## src/rtl/frag_pkg.sv

```systemverilog
// Shared definitions for the LSU: control-word field positions,
// load/store funct3 encodings and the LSU state type.
package frag_pkg;

   localparam int CTRL_W            = 21;
   localparam int CTRL_MEMREAD      = 11;
   localparam int CTRL_LOADTYPE_HI  = 10;
   localparam int CTRL_LOADTYPE_LO  = 8;
   localparam int CTRL_MEMWRITE     = 7;
   localparam int CTRL_STORETYPE_HI = 6;
   localparam int CTRL_STORETYPE_LO = 4;

   localparam logic [2:0] F3_LB  = 3'b000;
   localparam logic [2:0] F3_LH  = 3'b001;
   localparam logic [2:0] F3_LW  = 3'b010;
   localparam logic [2:0] F3_LBU = 3'b100;
   localparam logic [2:0] F3_LHU = 3'b101;
   localparam logic [2:0] F3_SB  = 3'b000;
   localparam logic [2:0] F3_SH  = 3'b001;
   localparam logic [2:0] F3_SW  = 3'b010;

   typedef enum logic [1:0] {
      IDLE = 2'd0,
      REQ  = 2'd1,
      RESP = 2'd2,
      DONE = 2'd3
   } lsu_state_t;

   // True for the five load encodings RV32I defines.
   function automatic logic legal_load(input logic [2:0] f3);
      return (f3 == F3_LB) || (f3 == F3_LH) || (f3 == F3_LW) ||
             (f3 == F3_LBU) || (f3 == F3_LHU);
   endfunction

   // True for the three store encodings RV32I defines.
   function automatic logic legal_store(input logic [2:0] f3);
      return (f3 == F3_SB) || (f3 == F3_SH) || (f3 == F3_SW);
   endfunction

endpackage

```

## src/rtl/frag_lsu_align.sv

```systemverilog
// Byte-lane helper: store byte enables and lane replication, access
// legality check, and load-side shift plus sign/zero extension.
// Purely combinational so the fetch path can reuse it later.
module frag_lsu_align
   import frag_pkg::*;
(
   input  logic        is_load,
   input  logic        is_store,
   input  logic [2:0]  load_type,
   input  logic [2:0]  store_type,
   input  logic [1:0]  offset,
   input  logic [31:0] store_data,
   output logic [3:0]  be,
   output logic [31:0] store_lanes,
   output logic        err,
   input  logic [2:0]  resp_type,
   input  logic [1:0]  resp_offset,
   input  logic [31:0] resp_word,
   output logic [31:0] load_data
);

   logic [1:0]  size;
   logic        misaligned;
   logic [31:0] shifted;

   // Access size comes from funct3[1:0] for both loads and stores.
   assign size = is_load ? load_type[1:0] : store_type[1:0];

   // Byte enables, store lane replication and legality of the access.
   always_comb begin
      be          = 4'b1111;
      store_lanes = store_data;
      misaligned  = 1'b0;
      case (size)
         2'b00: be = 4'b0001 << offset;
         2'b01: begin
            be         = offset[1] ? 4'b1100 : 4'b0011;
            misaligned = offset[0];
         end
         default: begin
            be         = 4'b1111;
            misaligned = (offset != 2'b00);
         end
      endcase
      case (store_type)
         F3_SB:   store_lanes = {4{store_data[7:0]}};
         F3_SH:   store_lanes = {2{store_data[15:0]}};
         default: store_lanes = store_data;
      endcase
      err = (is_load && is_store) ||
            (is_load && !legal_load(load_type)) ||
            (is_store && !legal_store(store_type)) ||
            misaligned;
   end

   // Move the addressed field down to bit 0 and extend it to 32 bits.
   always_comb begin
      shifted = resp_word >> {resp_offset, 3'b000};
      case (resp_type)
         F3_LB:   load_data = {{24{shifted[7]}}, shifted[7:0]};
         F3_LH:   load_data = {{16{shifted[15]}}, shifted[15:0]};
         F3_LBU:  load_data = {24'h0, shifted[7:0]};
         F3_LHU:  load_data = {16'h0, shifted[15:0]};
         default: load_data = shifted;
      endcase
   end

endmodule

```

## src/rtl/frag_lsu.sv

```systemverilog
// EX/MEM load/store unit: one data-memory transaction per memory
// instruction over req/gnt/rvalid, stalling the pipeline until done.
module frag_lsu
   import frag_pkg::*;
#(
   parameter int ADDR_W = 32
) (
   input  logic              clk,
   input  logic              rst_n,
   input  logic              valid_i,
   input  logic [20:0]       ctrl_i,
   input  logic [ADDR_W-1:0] addr_i,
   input  logic [31:0]       wdata_i,
   output logic              stall_o,
   output logic              done_o,
   output logic              err_o,
   output logic [31:0]       rdata_o,
   output logic              mem_req_o,
   output logic              mem_we_o,
   output logic [3:0]        mem_be_o,
   output logic [ADDR_W-1:0] mem_addr_o,
   output logic [31:0]       mem_wdata_o,
   input  logic              mem_gnt_i,
   input  logic              mem_rvalid_i,
   input  logic [31:0]       mem_rdata_i
);

   lsu_state_t        state, state_nxt;

   logic              mem_read, mem_write, mem_op, accept;
   logic [2:0]        load_type, store_type;
   logic [3:0]        be_c;
   logic [31:0]       lanes_c, load_ext;
   logic              err_c;

   logic              is_load_r, err_r;
   logic [2:0]        load_type_r;
   logic [1:0]        offset_r;
   logic [ADDR_W-1:0] addr_r;
   logic [3:0]        be_r;
   logic [31:0]       wdata_r, rdata_r;

   logic              unused_ctrl;

   assign mem_read    = ctrl_i[CTRL_MEMREAD];
   assign mem_write   = ctrl_i[CTRL_MEMWRITE];
   assign load_type   = ctrl_i[CTRL_LOADTYPE_HI:CTRL_LOADTYPE_LO];
   assign store_type  = ctrl_i[CTRL_STORETYPE_HI:CTRL_STORETYPE_LO];
   assign mem_op      = valid_i && (mem_read || mem_write);
   assign accept      = (state == IDLE) && mem_op;
   assign unused_ctrl = ^{ctrl_i[20:12], ctrl_i[3:0]};

   frag_lsu_align u_align (
      .is_load     (mem_read),
      .is_store    (mem_write),
      .load_type   (load_type),
      .store_type  (store_type),
      .offset      (addr_i[1:0]),
      .store_data  (wdata_i),
      .be          (be_c),
      .store_lanes (lanes_c),
      .err         (err_c),
      .resp_type   (load_type_r),
      .resp_offset (offset_r),
      .resp_word   (mem_rdata_i),
      .load_data   (load_ext)
   );

   // State register; reset aborts any access in flight.
   always_ff @(posedge clk or negedge rst_n) begin
      if (!rst_n) state <= IDLE;
      else        state <= state_nxt;
   end

   // Capture the access on accept and the extended load data on rvalid.
   always_ff @(posedge clk or negedge rst_n) begin
      if (!rst_n) begin
         is_load_r   <= 1'b0;
         err_r       <= 1'b0;
         load_type_r <= 3'b000;
         offset_r    <= 2'b00;
         addr_r      <= '0;
         be_r        <= 4'b0000;
         wdata_r     <= 32'h0;
         rdata_r     <= 32'h0;
      end else begin
         if (accept) begin
            is_load_r   <= mem_read;
            err_r       <= err_c;
            load_type_r <= load_type;
            offset_r    <= addr_i[1:0];
            addr_r      <= {addr_i[ADDR_W-1:2], 2'b00};
            be_r        <= be_c;
            wdata_r     <= mem_write ? lanes_c : 32'h0;
         end
         if ((state == RESP) && mem_rvalid_i) begin
            rdata_r <= load_ext;
         end
      end
   end

   // Next state plus all handshake outputs; bus fields are zero outside REQ.
   always_comb begin
      state_nxt   = state;
      stall_o     = 1'b0;
      done_o      = 1'b0;
      err_o       = 1'b0;
      mem_req_o   = 1'b0;
      mem_we_o    = 1'b0;
      mem_be_o    = 4'b0000;
      mem_addr_o  = '0;
      mem_wdata_o = 32'h0;
      case (state)
         IDLE: begin
            if (mem_op) begin
               stall_o   = 1'b1;
               state_nxt = err_c ? DONE : REQ;
            end
         end
         REQ: begin
            stall_o     = 1'b1;
            mem_req_o   = 1'b1;
            mem_we_o    = !is_load_r;
            mem_be_o    = be_r;
            mem_addr_o  = addr_r;
            mem_wdata_o = wdata_r;
            if (mem_gnt_i) state_nxt = is_load_r ? RESP : DONE;
         end
         RESP: begin
            stall_o = 1'b1;
            if (mem_rvalid_i) state_nxt = DONE;
         end
         DONE: begin
            done_o    = 1'b1;
            err_o     = err_r;
            state_nxt = IDLE;
         end
         default: state_nxt = IDLE;
      endcase
   end

   assign rdata_o = rdata_r;

endmodule

```

## config.mk

```make
export PLATFORM = sky130hd
export DESIGN_NAME = frag_lsu
export DESIGN_NICKNAME = d
export VERILOG_FILES = /design/src/rtl/frag_pkg.sv /design/src/rtl/frag_lsu_align.sv /design/src/rtl/frag_lsu.sv
export SDC_FILE = /design/constraint.sdc
export NUM_CORES = 1
export LEC_CHECK = 0
export ABC_CLOCK_PERIOD_IN_PS = 3850
export CORE_MARGIN = 1.5
export CORE_UTILIZATION = 43
export CTS_CLUSTER_DIAMETER = 100
export CTS_CLUSTER_SIZE = 12
export DETAILED_ROUTE_END_ITERATION = 8
export MAX_ROUTING_LAYER = met4
export PLACE_DENSITY = 0.76
export SETUP_SLACK_MARGIN = 0.4
export SKIP_CTS_REPAIR_TIMING = 1
export SYNTH_ARGS = -nofsm -noshare
export SYNTH_HDL_FRONTEND = slang
export SYNTH_HIERARCHICAL = 1
export SYNTH_SLANG_ARGS = --single-unit
```

## constraint.sdc

```tcl
create_clock -name clk -period 3.85 [get_ports clk]
set_input_delay 0.77 -clock clk [delete_from_list [all_inputs] [get_ports clk]]
set_output_delay 0.77 -clock clk [all_outputs]
set_load 0.01 [all_outputs]
```

==> out/qor.txt, run 1 <==
Sequential share of the synthesized area -> 45.5%
Root buf cell -> clkbuf_16
Yosys warning count -> 6
Worst-margin pin slew -> 1.07 ns
Detailed-route via count -> 4,845
Gp weighted congestion -> 0.870
I/O Buffers -> 211
Placement row count -> 42
Worst Path Required -> 3.08 ns
Final Hold Fails -> 0
Total grt overflow -> 0
CP peak stage delay -> 0.56 ns
Status -> finished clean
Top post-synthesis cells by area -> dfrtp_1 (45%), mux2_2 (17%), and2_1 (8.0%)
Number of diodes -> 0
Power Dens Cells -> 700 mW/mm2
Asr flop ratio synth -> 100%
Post-synth top area share -> 45.5%
Wire per inst -> 16.9 um
Final setup vio count -> 0
First-pass GRT wire length -> 25,200 um
Post-synthesis simple-gate area fraction -> 16.4%
R2R cell count -> 5
Detailed Place HPWL -> 11,500 um
R2R Setup Slk -> 1.45 ns
Fmax -> 0.315 GHz
Die footprint -> 0.0144 mm2
Cells along the critical path -> inv_1, ha_4, buf_4, and2_1, clkdlybuf4s50_1
Cells after Synth -> 573
Vias/cell -> 5.16
Cell taking the most area after synthesis -> dfrtp_1
Drt drc -> 0
Nets -> 886
Clk_lat worst skew -> 0.35 ns
RR Endpoint -> addr_r[19]
Die span in y -> 120 um
Proportion of layout cells with a drive suffix above 1 -> 16.3%
EDFF count, synth -> 0
First-pass detailed-route iteration total -> 4
Fin crit share -> 82.5%
Synthesis-stage register bit count -> 107
Reg-to-Reg Start -> state[0]
Synthesized area per cell -> 10.3 um2
Clock transition at path regs -> 0.07 ns
Clock skew -> 0.00547 ns
Initial core utilization -> 44.3%
Post-route ant nets -> 0
IO Pins -> 227
Cell variety after synth -> 34
Post-synthesis mux area share -> 22.2%
Final min period -> 3.18 ns
RSZ-0062 raised after global routing -> no
Critical path startpoint category -> flip-flop
Clock Path Buffers -> 2
Max_cap viols -> 0
Synth-to-Final Area Change -> 42.2%
Crit. End Element -> output port
Initial antenna violation count -> 0
DR iter-0 viols -> 244
Crit path arrival time -> 2.41 ns
Ys flop type -> dfrtp_1
Combinational family with the most area after synthesis -> multiplexers
Metal3 WL -> 1150 um
Worst path slowest cell -> clkdlybuf4s50_1
Relative slew slack -> 29.0%
Post-Synth Adder-Cell Area -> 1.28%
Leakage -> 0.00357 uW
Metal2 WL -> 7820 um
Max-slew violations -> 0
Routed metal-1 wirelength -> 6490 um
XOR/XNOR Fraction of Synth Area -> 0%
Number of global-route vias before repair -> 5,009
Highest metal used -> met4
Sum Neg Setup Slack -> 0 ns
Die X -> 120 um
Worst min-delay path class -> primary input to async pin
Core area -> 0.0133 mm2
Largest net degree at the start of global routing -> 106
Final WL -> 15,800 um
Total clock sinks -> 107
CTS tree -> done
Crit path max fanout -> 39
H-tree depth -> 3
Synth Area in Compound Gates -> 9.67%
Setup CP Type -> flip-flop to output port
Total CTS buffers -> 9
GRT Overall Usage -> 23.0%
Max rail drop VDD -> 372 uV
Cell Area, Synth -> 0.00589 mm2
Total power draw -> 5870 uW
sequential cells by signal (all words and copies together), names as in the netlist:
name and flops:
state 2, load_type_r 3, rdata_o 32, wdata_r 32, addr_r 30, is_load_r 1, err_r 1, offset_r 2
be_r 4
worst max path at each step:
stage	from	to
global route	state[1]	mem_addr_o[14]
CTS	state[1]	mem_addr_o[13]
detailed placement	ctrl_i[11]	addr_r[18]
floorplan	ctrl_i[7]	stall_o
global placement	ctrl_i[11]	stall_o
finish	state[1]	mem_be_o[3]
logic make-up (layout without fill, tap and decap cells):
group / after synthesis / count (layout)
mux: 119 / 119
buf+inv: 51 / 240
simple gates: 193 / 193
compound gates: 96 / 96
other cells: 1 / 2
fa+ha+maj: 6 / 6
flops: 107 / 107
metrics by stage:
step | instance area, um2 | setup slack [ns] | instances | hold slack [ns] | util (%)
after CTS | 8360 | 0.460 | 939 | 0.360 | 62.9
after global routing | 8370 | 0.517 | 939 | 0.393 | 63.0
after detailed placement | 8020 | 0.720 | 923 | 0.466 | 60.3
final | 8370 | 0.674 | 939 | 0.360 | 63.0
after global placement | 8020 | 0.752 | 923 | 0.455 | 60.3
after floorplan | 5890 | 1.52 | 574 | 0.442 | -
synth_stat cells, types with 4 or more instances:
master,count
buf_4,19
ha_1,6
nor2b_1,12
dfrtp_1,107
mux2_2,90
buf_2,9
nand2_1,84
clkbuf_1,17
inv_1,4
mux2i_1,28
and2_1,75
nor2_1,15
o21ai_0,50
a21oi_1,25
a211oi_1,8
worst max-delay path, delay by kind of cell, from the launching register on:
family	cells	cell delay, ns
DFF	1	0.43
buffers and inverters	3	1.10
adders and majority gates	1	0.33
and+or+nand+nor	1	0.18
where the power goes:
part,switching [uW],internal [uW]
Sequential,307,1640
Combinational,1250,1600
Clock,429,642
layout by cell type (no fill, tap or decap), types with 2 or more instances in the layout:
cell type        synthesis  layout
clkdlybuf4s50_1          0     210
dfrtp_1                107     107
mux2_2                  90      90
nand2_1                 84      84
and2_1                  75      75
o21ai_0                 50      50
mux2i_1                 28      28
a21oi_1                 25      25
nor2_1                  15      15
nor2b_1                 12      12
buf_4                   19      10
clkbuf_16                0       9
a211oi_1                 8       8
ha_1                     6       5
inv_1                    4       4
bufinv_16                0       3
inv_6                    0       3
o21ai_1                  2       2
conb_1                   1       2
nand2b_1                 2       2
o21a_1                   2       2
o21ai_2                  2       2
cell type report:
cell class	count	area [um2]
clock buffer	9	225
clock inverter	7	121
fill	1106	4920
inverter	4	15.0
multi-input combinational	416	2940
sequential	107	2680
tap	176	220
timing repair buffer	220	2180
metal layers:
layer,vias to the layer above,GRT usage (%)
li1,2306,-
met1,2332,26.7
met2,182,38.8
met3,25,5.13
met4,0,8.93
met5,-,-
(Power assumes the default switching activity.)
==> inputs of run 2 (changes only) <==
--- a/config.mk
+++ b/config.mk
@@ -5,14 +5,14 @@
 export SDC_FILE = /design/constraint.sdc
 export NUM_CORES = 1
 export LEC_CHECK = 0
-export ABC_CLOCK_PERIOD_IN_PS = 3850
+export ABC_CLOCK_PERIOD_IN_PS = 2900
 export CORE_MARGIN = 1.5
-export CORE_UTILIZATION = 43
+export CORE_UTILIZATION = 40
 export CTS_CLUSTER_DIAMETER = 100
 export CTS_CLUSTER_SIZE = 12
 export DETAILED_ROUTE_END_ITERATION = 8
 export MAX_ROUTING_LAYER = met4
-export PLACE_DENSITY = 0.76
+export PLACE_DENSITY = 0.74
 export SETUP_SLACK_MARGIN = 0.4
 export SKIP_CTS_REPAIR_TIMING = 1
 export SYNTH_ARGS = -nofsm -noshare
==> constraint.sdc (replaced) <==
create_clock -name clk -period 2.9 [get_ports clk]
set_input_delay 0.58 -clock clk [delete_from_list [all_inputs] [get_ports clk]]
set_output_delay 0.58 -clock clk [all_outputs]
set_load 0.01 [all_outputs]
==> out/qor.txt, run 2 (synthesis gave the netlist of run 1 again) <==
Placement row count -> 44
Nets -> 901
Clock Path Buffers -> 2
RSZ-0062 raised after global routing -> yes
Synth-to-Final Area Change -> 48.3%
Die X -> 124 um
Total power draw -> 7920 uW
CP bufs+invs -> 3
Max_cap viols -> 0
Total clock sinks -> 107
Sum Neg Setup Slack -> 0 ns
Die span in y -> 124 um
Die footprint -> 0.0155 mm2
Final WL -> 17,100 um
Cells along the critical path -> inv_2, ha_4, buf_12, and2_1, clkdlybuf4s50_1
Drt drc -> 0
GRT Overall Usage -> 21.5%
Worst-margin pin slew -> 0.918 ns
Fin crit share -> 86.4%
Max-slew violations -> 0
Critical path startpoint category -> flip-flop
Largest net degree at the start of global routing -> 106
Clock skew -> 0.00734 ns
Worst min-delay path class -> primary input to async pin
Final min period -> 2.50 ns
Total grt overflow -> 0
Total CTS buffers -> 9
Final setup vio count -> 0
Commonest non-fill, non-tap cells in the layout -> clkdlybuf4s50_1 (143), dfrtp_1 (106), mux2_2 (90), nand2_1 (84), and2_1 (75)
Power Dens Cells -> 907 mW/mm2
Gp weighted congestion -> 0.903
Commonest non-fill, non-tap cell in the layout -> clkdlybuf4s50_1
Number of global-route vias before repair -> 5,013
Crit. End Element -> output port
DR iter-0 viols -> 193
Metal3 WL -> 1150 um
First-pass detailed-route iteration total -> 4
Initial antenna violation count -> 0
Root buf cell -> clkbuf_16
CP delay by family, top -> buffers and inverters
I/O Buffers -> 211
CTS tree -> done
Clock transition at path regs -> 0.07 ns
Leakage -> 0.00479 uW
Crit path max fanout -> 17
Post-route ant nets -> 0
Number of diodes -> 0
Clk_lat worst skew -> 0.35 ns
Detailed-route via count -> 4,895
Highest metal used -> met4
Worst Path Required -> 2.32 ns
Hold WS -> 0.249 ns
H-tree depth -> 3
Final Hold Fails -> 0
IO Pins -> 227
Relative slew slack -> 38.8%
Core area -> 0.0144 mm2
Crit path arrival time -> 1.92 ns
CP peak stage delay -> 0.57 ns
Wire per inst -> 17.8 um
Status -> finished clean
Fmax -> 0.399 GHz
First-pass GRT wire length -> 26,000 um
Vias/cell -> 5.09
Routed metal-1 wirelength -> 7100 um
Metal2 WL -> 8570 um
Setup CP Type -> flip-flop to output port
Proportion of layout cells with a drive suffix above 1 -> 18.3%
Max rail drop VDD -> 358 uV
Initial core utilization -> 40.8%
Worst path slowest cell -> clkdlybuf4s50_1
Detailed Place HPWL -> 11,600 um
run 2: stage by stage:
step,util (%),setup slack (ns),cell area (um2),std cells
after global placement,55.9,0.383,8070,932
after global routing,60.5,0.314,8730,962
after detailed placement,55.9,0.393,8070,932
final,60.5,0.395,8730,962
after CTS,58.0,0.133,8360,948
after floorplan,-,0.929,5890,574
run 2: worst paths after layout:
kind | from | endpoint | slack [ns] | depth (start not counted)
min reg2reg | wdata_r[2] | wdata_r[2] | 0.47 | 2
min | rst_n | addr_r[10] | 0.25 | 1
min in group clk | wdata_r[2] | wdata_r[2] | 0.47 | 2
max in group asynchronous | rst_n | state[0] | 1.87 | 2
max reg2reg | offset_r[1] | rdata_o[20] | 0.79 | 5
max | state[1] | mem_wdata_o[27] | 0.40 | 5
run 2: worst register-to-register path, delay by kind of cell (launching register included):
family / cells / cell delay, ns
compound gates: 3 / 0.67
simple gates: 1 / 0.12
mux: 1 / 0.27
flops: 1 / 0.95
run 2: power by group:
group	total (uW)	internal, uW	switching [uW]
logic	4080	2300	1790
clock network	1230	689	539
registers	2610	2180	426
total	7920	5170	2760
run 2: area by class of cell:
class,count,area (um2)
Fill cell,1251,5700
Multi-Input combinational cell,416,2940
Sequential cell,107,2680
Timing Repair Buffer,235,2570
Clock buffer,11,243
Tap cell,184,230
Clock inverter,5,52.6
Inverter,4,15.0
run 2: routing by layer:
metal	vias to the layer above	track usage [%]
li1	2324	-
met3	20	5.07
met1	2379	26.0
met5	-	-
met2	172	35.7
met4	0	6.83
